$ cat config.mk
export PLATFORM = sky130hd
export DESIGN_NAME = uart_tx
export DESIGN_NICKNAME = d
export VERILOG_FILES = /design/src/rtl/uart_tx.sv
export SDC_FILE = /design/constraint.sdc
export NUM_CORES = 1
export LEC_CHECK = 0
export CAP_MARGIN = 20
export CORE_MARGIN = 1.5
export CORE_UTILIZATION = 35
export CTS_CLUSTER_DIAMETER = 60
export CTS_CLUSTER_SIZE = 20
export DETAILED_ROUTE_END_ITERATION = 7
export GPL_ROUTABILITY_DRIVEN = 0
export PLACE_DENSITY_LB_ADDON = 0.25
export SLEW_MARGIN = 20
export SYNTH_ARGS = -nofsm -noshare
export SYNTH_HDL_FRONTEND = slang
export SYNTH_SLANG_ARGS = --single-unit
$ cat constraint.sdc
create_clock -name clk -period 5 [get_ports clk]
set_input_delay 1 -clock clk [delete_from_list [all_inputs] [get_ports clk]]
set_output_delay 1 -clock clk [all_outputs]
set_load 0.03 [all_outputs]
$ cat src/rtl/uart_tx.sv
// UART transmitter: start bit, DBIT data bits LSB first, optional even parity, SB_TICK-tick stop.
// Optional feature macro: UART_TX_PARITY_EN (adds the PARITY state between DATA and STOP).
module uart_tx #(
  parameter int DBIT    = 8,
  parameter int SB_TICK = 16
) (
  input  logic            clk,
  input  logic            reset,
  input  logic            s_tick,
  input  logic            tx_empty,
  input  logic [DBIT-1:0] tx_data,
  output logic            tx_rd,
  output logic            tx,
  output logic            tx_busy,
  output logic            tx_done_tick,
  output logic [2:0]      dbg_state_o
);

  // Tick counter is 4 bits; it only widens when a 1.5/2-stop setting needs more range.
  localparam int TW = (SB_TICK > 16) ? $clog2(SB_TICK) : 4;
  localparam int NW = (DBIT > 1) ? $clog2(DBIT) : 1;

`ifdef UART_TX_PARITY_EN
  typedef enum logic [2:0] {IDLE = 3'd0, START = 3'd1, DATA = 3'd2, PARITY = 3'd3, STOP = 3'd4} state_t;
`else
  typedef enum logic [2:0] {IDLE = 3'd0, START = 3'd1, DATA = 3'd2, STOP = 3'd4} state_t;
`endif

  state_t          state_q, state_d;
  logic [TW-1:0]   s_q, s_d;
  logic [NW-1:0]   n_q, n_d;
  logic [DBIT-1:0] b_q, b_d;
  logic            tx_q, tx_d;
`ifdef UART_TX_PARITY_EN
  logic            par_q, par_d;
`endif

  always_ff @(posedge clk or negedge reset) begin
    if (!reset) begin
      state_q <= IDLE;
      s_q     <= '0;
      n_q     <= '0;
      b_q     <= '0;
      tx_q    <= 1'b1;
`ifdef UART_TX_PARITY_EN
      par_q   <= 1'b0;
`endif
    end else begin
      state_q <= state_d;
      s_q     <= s_d;
      n_q     <= n_d;
      b_q     <= b_d;
      tx_q    <= tx_d;
`ifdef UART_TX_PARITY_EN
      par_q   <= par_d;
`endif
    end
  end

  // tx_d always carries the line level of the state being entered, so tx is a pure flop output.
  always_comb begin
    state_d      = state_q;
    s_d          = s_q;
    n_d          = n_q;
    b_d          = b_q;
    tx_d         = tx_q;
    tx_rd        = 1'b0;
    tx_done_tick = 1'b0;
`ifdef UART_TX_PARITY_EN
    par_d        = par_q;
`endif
    case (state_q)
      IDLE: begin
        if (!tx_empty && reset) begin
          tx_rd   = 1'b1;
          b_d     = tx_data;
          s_d     = '0;
          tx_d    = 1'b0;
          state_d = START;
`ifdef UART_TX_PARITY_EN
          par_d   = ^tx_data;
`endif
        end
      end
      START: begin
        if (s_tick) begin
          if (s_q == TW'(15)) begin
            state_d = DATA;
            s_d     = '0;
            n_d     = '0;
            tx_d    = b_q[0];
          end else begin
            s_d = s_q + TW'(1);
          end
        end
      end
      DATA: begin
        if (s_tick) begin
          if (s_q == TW'(15)) begin
            s_d = '0;
            b_d = b_q >> 1;
            if (n_q == NW'(DBIT - 1)) begin
`ifdef UART_TX_PARITY_EN
              state_d = PARITY;
              tx_d    = par_q;
`else
              state_d = STOP;
              tx_d    = 1'b1;
`endif
            end else begin
              n_d  = n_q + NW'(1);
              tx_d = b_q[1];
            end
          end else begin
            s_d = s_q + TW'(1);
          end
        end
      end
`ifdef UART_TX_PARITY_EN
      PARITY: begin
        if (s_tick) begin
          if (s_q == TW'(15)) begin
            state_d = STOP;
            s_d     = '0;
            tx_d    = 1'b1;
          end else begin
            s_d = s_q + TW'(1);
          end
        end
      end
`endif
      STOP: begin
        if (s_tick) begin
          if (s_q == TW'(SB_TICK - 1)) begin
            state_d      = IDLE;
            tx_done_tick = 1'b1;
            tx_d         = 1'b1;
          end else begin
            s_d = s_q + TW'(1);
          end
        end
      end
      default: begin
        state_d = IDLE;
        tx_d    = 1'b1;
      end
    endcase
  end

  assign tx          = tx_q;
  assign tx_busy     = (state_q != IDLE);
  assign dbg_state_o = state_q;

endmodule

# Yosys cells after proc, flatten, opt, wreduce, memory -nomap -nowiden
# Cells that the tools add are included.
[word_totals]
out_inout_bits = 7
inputBits = 12
register_bits = 19
elab_cells = 73
[op_classes]
mux = 37
add_sub_neg = 2
eq_ne = 16
n_reduce_logical = 13
[op_table]
columns = ["operator", "n"]
rows = [
  ["3-bit 2-to-1 mux", 11],
  ["8-bit 2-to-1 mux", 3],
  ["4-bit 2-to-1 mux", 5],
  ["2-bit != test, second input constant", 10],
  ["8-bit case mux with 2 select lines", 1],
  ["1-bit 2-to-1 mux", 13],
  ["3-bit case mux with 4 select lines", 1],
  ["4-bit case mux with 3 select lines", 1],
  ["8-bit AND reduction", 1],
  ["7-bit AND reduction", 1],
  ["3-bit == test, second input constant", 2],
  ["3-bit case mux with 2 select lines", 1],
  ["6-bit AND reduction", 1],
  ["3-bit nonzero test", 2],
  ["5-bit AND reduction", 1],
  ["4-bit by 1-bit adder with 4-bit output, second input constant", 1],
  ["4-bit == test, second input constant", 1],
  ["1-bit case mux with 4 select lines", 1],
  ["4-bit AND reduction", 1],
  ["2-bit nonzero test", 2],
  ["3-bit by 1-bit adder with 3-bit output, second input constant", 1],
  ["3-bit by 1-bit == test with 1-bit output, second input constant", 1],
  ["3-bit by 2-bit == test with 1-bit output, second input constant", 1],
  ["3-bit zero test", 1],
  ["4 further kinds", 4],
]

# Depth between registers and ports, before layout
# Gate-level depths: netlist (run 1).
[logic_depth]
word_depth = 5
mapped_depth = 7
depth_no_buf = 6

# Least setup slack after synthesis (run 1)
# OpenSTA, ideal clock, no wires.
[synth_path]
kind = "input to output"
startpoint = "input port s_tick"
endpoint = "output port tx_done_tick"
path_buffers = 0
path_stages = 2
setup_slack_ns = 2.143
required_ns = 4.000
arrival_ns = 1.857
cell_sequence = "nand4_1 -> nor3_1"
[synth_via]
elab_chain_len = 2
[synth_lines]
columns = ["item", "line", "source"]
rows = [
  ["start, declared", "9", "input logic s_tick,"],
  ["1-bit 2-to-1 mux", "133", "if (s_tick) begin"],
  ["1-bit 2-to-1 mux", "72", "case (state_q)"],
  ["end, declared", "15", "output logic tx_done_tick,"],
]
# Every way passes these cells.

# Worst setup path after layout (run 1)
[layout_path]
startpoint = "input port reset"
endpoint = "output port tx_rd"
[layout_via]
elab_chain_len = 3
[layout_lines]
columns = ["item", "line", "source"]
rows = [
  ["start, declared", "8", "input logic reset,"],
  ["1-bit logical AND", "74", "if (!tx_empty && reset) begin"],
  ["1-bit 2-to-1 mux", "74", ""],
  ["1-bit 2-to-1 mux", "72", ""],
  ["end, declared", "12", "output logic tx_rd,"],
]
# Every way passes these cells.

==> impl_metrics.py, run 1 <==
metrics = {
    "job": {
        "max-cap-violations": 0,
    },
    "critical_path": {
        "rr_endpoint": "b_q[6]$_DFFE_PN0P_",
        "cp.required_ns": 4.00,
        "slowest_delay_ns": 0.73,
        "crit_fanout": 21,
        "ff2ff_path_depth": 4,
        "crit_path_frequent_cell": "clkdlybuf4s50_1",
        "reg2reg_from": "dbg_state_o[0]$_DFFE_PN0P_",
        "reg2reg_slack_ns": 2.77,
        "cp-start-kind": "primary input",
        "crit_arrival_ns": 2.81,
        "path_cells": "clkdlybuf4s50_1 -> buf_4 -> nor3b_4 -> clkdlybuf4s50_1",
        "slowest_stage": "clkdlybuf4s50_1",
        "criticalPathCategory": "primary input to primary output",
        "end_kind": "primary output",
    },
    "power": {
        "vdd_drop_max_uv": 179,
        "power_leakage_nw": 0.576,
        "power.density_nw_per_um2": 372,
        "power.total_mw": 0.518,
    },
    "global_routing": {
        "grt_max_degree": 22,
        "grt_pass1_wl_um": 3640,
        "antenna_found_initial": 0,
        "grt_pass1_vias": 777,
        "grt-ovfl-total": 0,
        "grt.total_usage_pct": 13.7,
    },
    "synthesis": {
        "synth_edf_count": 0,
        "yosysTopAreaCell": "dfrtp_1",
        "yosysUniqueCellTypes": 42,
        "postSynthAreaPerCell_um2": 10.6,
        "synth_compound_area_share_pct": 10.8,
        "synth-main-ff-cell": "dfrtp_1",
        "synth_area_leaders": "dfrtp_1 (38%), mux2_4 (8.9%), mux2_2 (7.6%)",
        "synth_cells": 111,
        "synth-seq-area-share_pct": 40.4,
        "netlist_area_um2": 1180,
        "synthArstFlopShare_pct": 100,
        "yosysMostFrequentCell": "dfrtp_1",
        "synth.area.mux_share_pct": 19.1,
        "yosysTopAreaCellShare_pct": 38.2,
        "synth_top_family_by_area": "simple AND/OR/NAND/NOR gates",
        "yosys_warnings": 0,
        "synth_xor_area_share_pct": 0,
        "ys_ff_latch": 19,
        "synthAdderAreaFrac_pct": 3.18,
        "syn_nets": 126,
        "synthTopCellsByCount": "dfrtp_1 (18), mux2_2 (8), mux2_4 (7), nor2_1 (7), inv_1 (6)",
        "synth-simple-area-share_pct": 20.0,
    },
    "clock_network": {
        "cts_made_buffers": 3,
        "cts_max_path_buffers": 2,
        "path_clk_slew_ns": 0.10,
        "htree_num_levels": 1,
        "numClockSinks": 19,
        "cts_resized": 0,
        "cts_root_buffer": "clkbuf_4",
        "cts_hold_buf": 0,
        "postCtsSetupRepairBufs": 0,
        "cts_tree": "yes",
        "clk_latency_ns": 0.29,
    },
    "timing": {
        "fin_setup_tns_ns": 0,
        "slew_violations": 0,
        "finalSetupViolCount": 0,
        "tightestPinTransition_ns": 0.542,
        "whs_ns": 0.515,
        "min_period_ns": 3.81,
        "clock_skew_ns": 0.000622,
        "final_hold_viol_count": 0,
        "max-slew-margin-rel_pct": 63.6,
        "timing.fmax_ghz": 0.263,
        "finalCritPeriodShare_pct": 76.2,
        "worst_slack_ns": 1.19,
        "rsz0062_at_grt": "no",
    },
    "layout": {
        "layout-drive-gt1-share_pct": 19.7,
        "stdcell_count": 171,
        "nets": 143,
        "final_area_um2": 1390,
        "post-route-util_pct": 44.6,
        "diodes": 0,
        "area_growth_pct": 18.3,
    },
    "worst_hold_path": {
        "min_from": "s_q[0]$_DFFE_PN0P_",
        "hold_path_depth": 1,
        "holdPathEnd": "s_q[0]$_DFFE_PN0P_",
        "hold_path.class": "register to register",
    },
    "route": {
        "drc": 0,
        "wl_per_cell_um": 12.9,
        "routed_wl_um": 2210,
        "vias": 847,
        "antenna_left": 0,
        "firstDrtPassIters": 4,
        "drtIter0Drc": 36,
        "via_per_inst": 4.95,
    },
    "floorplan": {
        "start_util_pct": 37.7,
        "die_h_um": 61.0,
        "fp.dieW_um": 61.0,
        "core-area_um2": 3130,
        "io_pins": 19,
        "placementRows": 20,
        "dieArea_um2": 3720,
    },
    "place": {
        "pre_cts_ws_ns": 1.17,
        "port_buffers": 18,
        "placed_cells": 167,
        "hpwl_um": 1630,
        "dpl_cell_area_um2": 1370,
    },
    "status": {
        "outcome": "finished clean",
    },
}
-- critical path: cells and delay by family --
family | cells | cell delay (ns)
simple gates | 1 | 0.35
buf+inv | 3 | 1.45
-- flip-flops by register name (all words and copies together), names as in the netlist --
register     flops
b_q              8
dbg_state_o      3
tx               1
s_q              4
n_q              3
-- worst max-delay path by stage --
stage,end,cells past startpoint,from,slack (ns)
finish,tx_rd,4,reset,1.19
floorplan,tx_done_tick,2,s_tick,2.14
global route,tx_rd,4,reset,1.06
CTS,tx_rd,4,reset,1.16
detailed placement,tx_rd,4,reset,1.17
global placement,tx_rd,4,reset,1.20
-- cells by family after synthesis --
kind of cell | Yosys count
and+or+nand+nor | 40
DFF | 19
AOI/OAI and AO/OA | 18
muxes | 18
buffers and inverters | 13
adders and majority gates | 3
-- layout by cell type (no fill, tap or decap), types with 2 or more instances in the layout --
master and instances:
mux2_4 7, o21ai_0 4, clkbuf_4 3, ha_1 3, nand2b_1 3, or3_1 2, nand4_1 2, nand3_1 5
dfrtp_1 18, nand2_1 5, a21oi_1 2, nor3_1 5, nor2_1 7, a211oi_1 2, inv_1 6, mux2_2 8
clkdlybuf4s50_1 18, mux2i_1 3
-- area by class of cell --
cell class / instances / area, um2
Multi-Input combinational cell: 79 / 626
Fill cell: 319 / 1730
Tap cell: 44 / 55.1
Inverter: 6 / 22.5
Sequential cell: 19 / 477
Timing Repair Buffer: 19 / 188
Clock buffer: 4 / 26.3
-- where the power goes --
group | internal (mW) | total (mW) | leakage (nW) | switching, mW
Combinational | 0.104 | 0.177 | 0.334 | 0.0732
Sequential | 0.214 | 0.264 | 0.227 | 0.0505
Clock | 0.0310 | 0.0768 | 0.0150 | 0.0458
-- routing by layer --
| metal | routed length (um) | GRT usage, % | vias to the layer above |
|---|---|---|---|
| met5 | 0 | 0 | - |
| met4 | 19 | 6.52 | 0 |
| met3 | 112 | 3.15 | 2 |
| met2 | 968 | 19.1 | 20 |
| met1 | 1110 | 19.9 | 389 |
| li1 | - | - | 436 |
(Power assumes the default switching activity.)
==> run 2, diff against run 1 <==
clock period = 4 ns   (was 5 ns; I/O delays follow)
==> run 2 against run 1 <==
Compared with the run above:
- sequential cell count unchanged
- cell area about the same
- critical path depth unchanged
- non-clock buffer count unchanged
- sequential power increased by 25%
- via count increased by 5.0%
- largest cell class unchanged
==> impl_metrics.py, run 2 (synthesis gave the netlist of run 1 again) <==
metrics = {
    "critical_path": {
        "cp-start-kind": "primary input",
        "criticalPathCategory": "primary input to primary output",
        "rr_endpoint": "b_q[5]$_DFFE_PN0P_",
        "end_kind": "primary output",
        "reg2reg_from": "dbg_state_o[0]$_DFFE_PN0P_",
        "reg2reg_slack_ns": 1.73,
        "crit_arrival_ns": 2.51,
        "crit_fanout": 7,
        "cp.required_ns": 3.20,
        "ff2ff_path_depth": 4,
    },
    "floorplan": {
        "placementRows": 20,
        "die_h_um": 61.0,
        "io_pins": 19,
        "fp.dieW_um": 61.0,
        "start_util_pct": 37.7,
        "core-area_um2": 3130,
        "dieArea_um2": 3720,
    },
    "layout": {
        "largest_reg_flops": 8,
        "top_register": "b_q",
        "nets": 143,
        "diodes": 0,
        "layout-drive-gt1-share_pct": 20.5,
        "reg.largest.list": "b_q: 8 flops, s_q: 4 flops",
        "area_growth_pct": 18.4,
        "nFillCells": 314,
        "post-route-util_pct": 44.6,
        "final_cell_mix": "dfrtp_1 (18), clkdlybuf4s50_1 (18), mux2_2 (8)",
    },
    "clock_network": {
        "htree_num_levels": 1,
        "cts_max_path_buffers": 2,
        "cts_tree": "yes",
        "numClockSinks": 19,
        "postCtsSetupRepairBufs": 0,
        "cts_made_buffers": 3,
        "clk_latency_ns": 0.30,
        "cts_hold_buf": 0,
        "path_clk_slew_ns": 0.10,
        "cts_resized": 0,
        "cts_root_buffer": "clkbuf_4",
    },
    "route": {
        "drtIter0Drc": 39,
        "wl_per_cell_um": 13.0,
        "vias": 889,
        "routed_wl_um": 2220,
        "firstDrtPassIters": 4,
        "via_per_inst": 5.20,
        "antenna_left": 0,
        "drc": 0,
    },
    "job": {
        "max-cap-violations": 0,
    },
    "status": {
        "outcome": "finished clean",
    },
    "place": {
        "pre_cts_ws_ns": 0.704,
        "port_buffers": 18,
        "hpwl_um": 1590,
    },
    "worst_hold_path": {
        "holdPathEnd": "s_q[0]$_DFFE_PN0P_",
        "hold_path_depth": 1,
        "hold_path.class": "register to register",
        "min_from": "s_q[0]$_DFFE_PN0P_",
    },
    "timing": {
        "final_hold_viol_count": 0,
        "fin_setup_tns_ns": 0,
        "clock_skew_ns": 0.0120,
        "tightestPinTransition_ns": 0.573,
        "whs_ns": 0.521,
        "rsz0062_at_grt": "no",
        "finalSetupViolCount": 0,
        "max-slew-margin-rel_pct": 61.5,
        "finalCritPeriodShare_pct": 82.6,
        "timing.fmax_ghz": 0.303,
        "worst_slack_ns": 0.695,
        "min_period_ns": 3.31,
        "slew_violations": 0,
    },
    "global_routing": {
        "grt.total_usage_pct": 13.9,
        "grt_pass1_vias": 870,
        "grt_pass1_wl_um": 3880,
        "grt-ovfl-total": 0,
        "grt_max_degree": 21,
        "antenna_found_initial": 0,
    },
    "power": {
        "power_leakage_nw": 0.579,
        "vdd_drop_max_uv": 171,
        "power.density_nw_per_um2": 466,
    },
}
==> run 2: cell count changes in the layout (fill, tap and decap cells not counted), sizes merged <==
cell	change
clkinv	+1
clkbuf	-1
==> run 2: power by group <==
part	switching, mW	total [mW]	internal, mW
sequential	0.0632	0.330	0.267
clock	0.0619	0.0992	0.0372
combinational	0.0905	0.221	0.130
==> run 2: how the worst max path moves through the flow <==
| stage | startpoint | endpoint | cells past startpoint |
|---|---|---|---|
| CTS | dbg_state_o[0]$_DFFE_PN0P_ | tx_rd | 3 |
| floorplan | dbg_state_o[0]$_DFFE_PN0P_ | tx_rd | 4 |
| finish | s_tick | tx_done_tick | 4 |
| detailed placement | s_tick | tx_done_tick | 4 |
| global route | dbg_state_o[0]$_DFFE_PN0P_ | tx_rd | 3 |
| global placement | s_tick | tx_done_tick | 4 |
==> run 2: layer usage <==
metal  share of wire [%]  track usage (%)  up-vias  routed length, um
li1                    -                -      433                  -
met1                  49             18.5      425               1090
met2                  45             21.9       29                992
met3                 5.4             2.73        2                121
met4                0.81             6.52        0                 18
met5                   0                0        -                  0
==> run 2: final cells by class <==
class | count | area (um2) | area share, %
inverter | 6 | 22.5 | 1.61
clock inverter | 1 | 5.00 | 0.359
tap | 44 | 55.1 | 3.95
timing repair buffer | 19 | 188 | 13.5
sequential | 19 | 477 | 34.2
multi-input combinational | 79 | 626 | 44.8
clock buffer | 3 | 22.5 | 1.61
==> run 2: through the flow <==
step | instance area, um2 | power (mW) | cells
global route | 1400 | 0.704 | 171
global placement | 1370 | 0.549 | 167
CTS | 1400 | 0.658 | 171
finish | 1400 | 0.650 | 171
detailed placement | 1370 | 0.556 | 167
floorplan | 1180 | 0.493 | 111
==> run 2: worst max-delay path, cell delays in order <==
cell	delay [ns]
clkdlybuf4s50_1	0.58
nand4_1	0.21
nor3_1	0.22
clkdlybuf4s50_1	0.69
==> run 3, diff against run 2 <==
clock period = 3.2 ns   (was 4 ns; I/O delays follow)
==> run 3 against run 2 <==
Compared with the run above:
- sequential power rose by 25%
- largest cell class unchanged
- clock skew fell by 0.0036 ns
- core utilization fell by 0.12 points
- total power rose by 24%
- first-iteration DRC count fell by 44%
- combinational power rose by 24%
- cell area fell by 0.27%
- clock power rose by 23%
- largest power group unchanged
==> impl_metrics.py, run 3 (synthesis gave the netlist of run 1 again) <==
metrics = {
    "power": {
        "power.density_nw_per_um2": 581,
        "power_leakage_nw": 0.578,
        "power.total_mw": 0.809,
        "vdd_drop_max_uv": 225,
    },
    "worst_hold_path": {
        "holdPathEnd": "s_q[0]$_DFFE_PN0P_",
        "hold_path_depth": 1,
        "min_from": "s_q[0]$_DFFE_PN0P_",
        "hold_path.class": "register to register",
    },
    "floorplan": {
        "core-area_um2": 3130,
        "io_pins": 19,
        "placementRows": 20,
        "die_h_um": 61.0,
        "dieArea_um2": 3720,
        "start_util_pct": 37.7,
        "fp.dieW_um": 61.0,
    },
    "status": {
        "outcome": "finished clean",
    },
    "layout": {
        "nets": 143,
        "reg.largest.list": "b_q: 8 flops, s_q: 4 flops",
        "layout_commonest_cell": "dfrtp_1",
        "post-route-util_pct": 44.5,
        "multi_input_area_um2": 626,
        "layout-drive-gt1-share_pct": 20.5,
        "diodes": 0,
        "final_area_um2": 1390,
        "ff_latch_area_um2": 477,
        "area_growth_pct": 18.0,
        "largest_reg_flops": 8,
        "final_cell_mix": "dfrtp_1 (18), clkdlybuf4s50_1 (17), mux2_2 (8)",
        "nFillCells": 305,
        "top_register": "b_q",
        "stdcell_count": 171,
    },
    "route": {
        "antenna_left": 0,
        "firstDrtPassIters": 4,
        "drc": 0,
        "wl_per_cell_um": 12.9,
        "via_per_inst": 5.18,
        "drtIter0Drc": 22,
        "routed_wl_um": 2210,
        "vias": 886,
    },
    "timing": {
        "tightestPinTransition_ns": 0.506,
        "whs_ns": 0.516,
        "fin_setup_tns_ns": 0,
        "finalSetupViolCount": 0,
        "worst_slack_ns": 0.227,
        "finalCritPeriodShare_pct": 92.9,
        "slew_violations": 0,
        "clock_skew_ns": 0.00833,
        "min_period_ns": 2.97,
        "max-slew-margin-rel_pct": 66.0,
        "rsz0062_at_grt": "no",
        "final_hold_viol_count": 0,
        "timing.fmax_ghz": 0.336,
    },
    "critical_path": {
        "crit_fanout": 7,
        "ff2ff_path_depth": 4,
        "reg2reg_from": "dbg_state_o[0]$_DFFE_PN0P_",
        "end_kind": "primary output",
        "reg2reg_slack_ns": 0.93,
        "crit_arrival_ns": 2.33,
        "rr_endpoint": "b_q[6]$_DFFE_PN0P_",
        "criticalPathCategory": "primary input to primary output",
        "cp-start-kind": "primary input",
        "cp.required_ns": 2.56,
    },
    "global_routing": {
        "grt-ovfl-total": 0,
        "grt_pass1_wl_um": 3720,
        "grt_pass1_vias": 860,
        "grt.total_usage_pct": 13.4,
        "grt_max_degree": 21,
        "antenna_found_initial": 0,
    },
    "clock_network": {
        "htree_num_levels": 1,
        "postCtsSetupRepairBufs": 0,
        "cts_tree": "yes",
        "path_clk_slew_ns": 0.10,
        "cts_root_buffer": "clkbuf_4",
        "clk_latency_ns": 0.30,
        "cts_hold_buf": 0,
        "numClockSinks": 19,
        "cts_resized": 0,
        "cts_max_path_buffers": 2,
        "cts_made_buffers": 3,
    },
    "place": {
        "port_buffers": 18,
        "dpl_cell_area_um2": 1370,
        "pre_cts_ws_ns": 0.236,
        "hpwl_um": 1550,
        "placed_cells": 167,
    },
    "job": {
        "max-cap-violations": 0,
    },
}
-- run 3: changes by cell type in the layout (fill, tap and decap cells not counted), sizes merged --
cell and change:
clkinv -1, buf +1, clkbuf +1, clkdlybuf4s50 -1
-- run 3: area by class of cell --
type                            count  share of cell area [%]
Tap cell                           44                    3.96
Inverter                            6                    1.62
Timing Repair Buffer               19                    13.3
Multi-Input combinational cell     79                    45.0
Clock buffer                        4                    1.89
Sequential cell                    19                    34.3
-- run 3: worst max-delay path, stage by stage --
cell	delay (ns)
clkdlybuf4s50_1	0.57
nand4_1	0.20
nor3_1	0.22
clkdlybuf4s50_1	0.70
-- run 3: report_power, final --
group	internal [mW]	leakage (nW)	switching, mW	total, mW
Combinational	0.162	0.336	0.113	0.275
Clock	0.0485	0.0150	0.0731	0.122
Sequential	0.334	0.227	0.0776	0.412
Total	0.544	0.578	0.264	0.809
-- run 3: worst max-delay path by stage --
stage | cells after the start | startpoint | endpoint | slack (ns)
floorplan | 7 | dbg_state_o[0]$_DFFE_PN0P_ | b_q[0]$_DFFE_PN0P_ | 0.77
global placement | 4 | s_tick | tx_done_tick | 0.27
detailed placement | 4 | s_tick | tx_done_tick | 0.24
CTS | 4 | s_tick | tx_done_tick | 0.23
global route | 4 | s_tick | tx_done_tick | 0.16
finish | 4 | s_tick | tx_done_tick | 0.23
-- run 3: layer usage --
metal | track usage [%] | wire [um]
met3 | 1.89 | 72
met5 | 0 | 0
met4 | 6.52 | 15
met2 | 21.0 | 1010
met1 | 18.2 | 1110
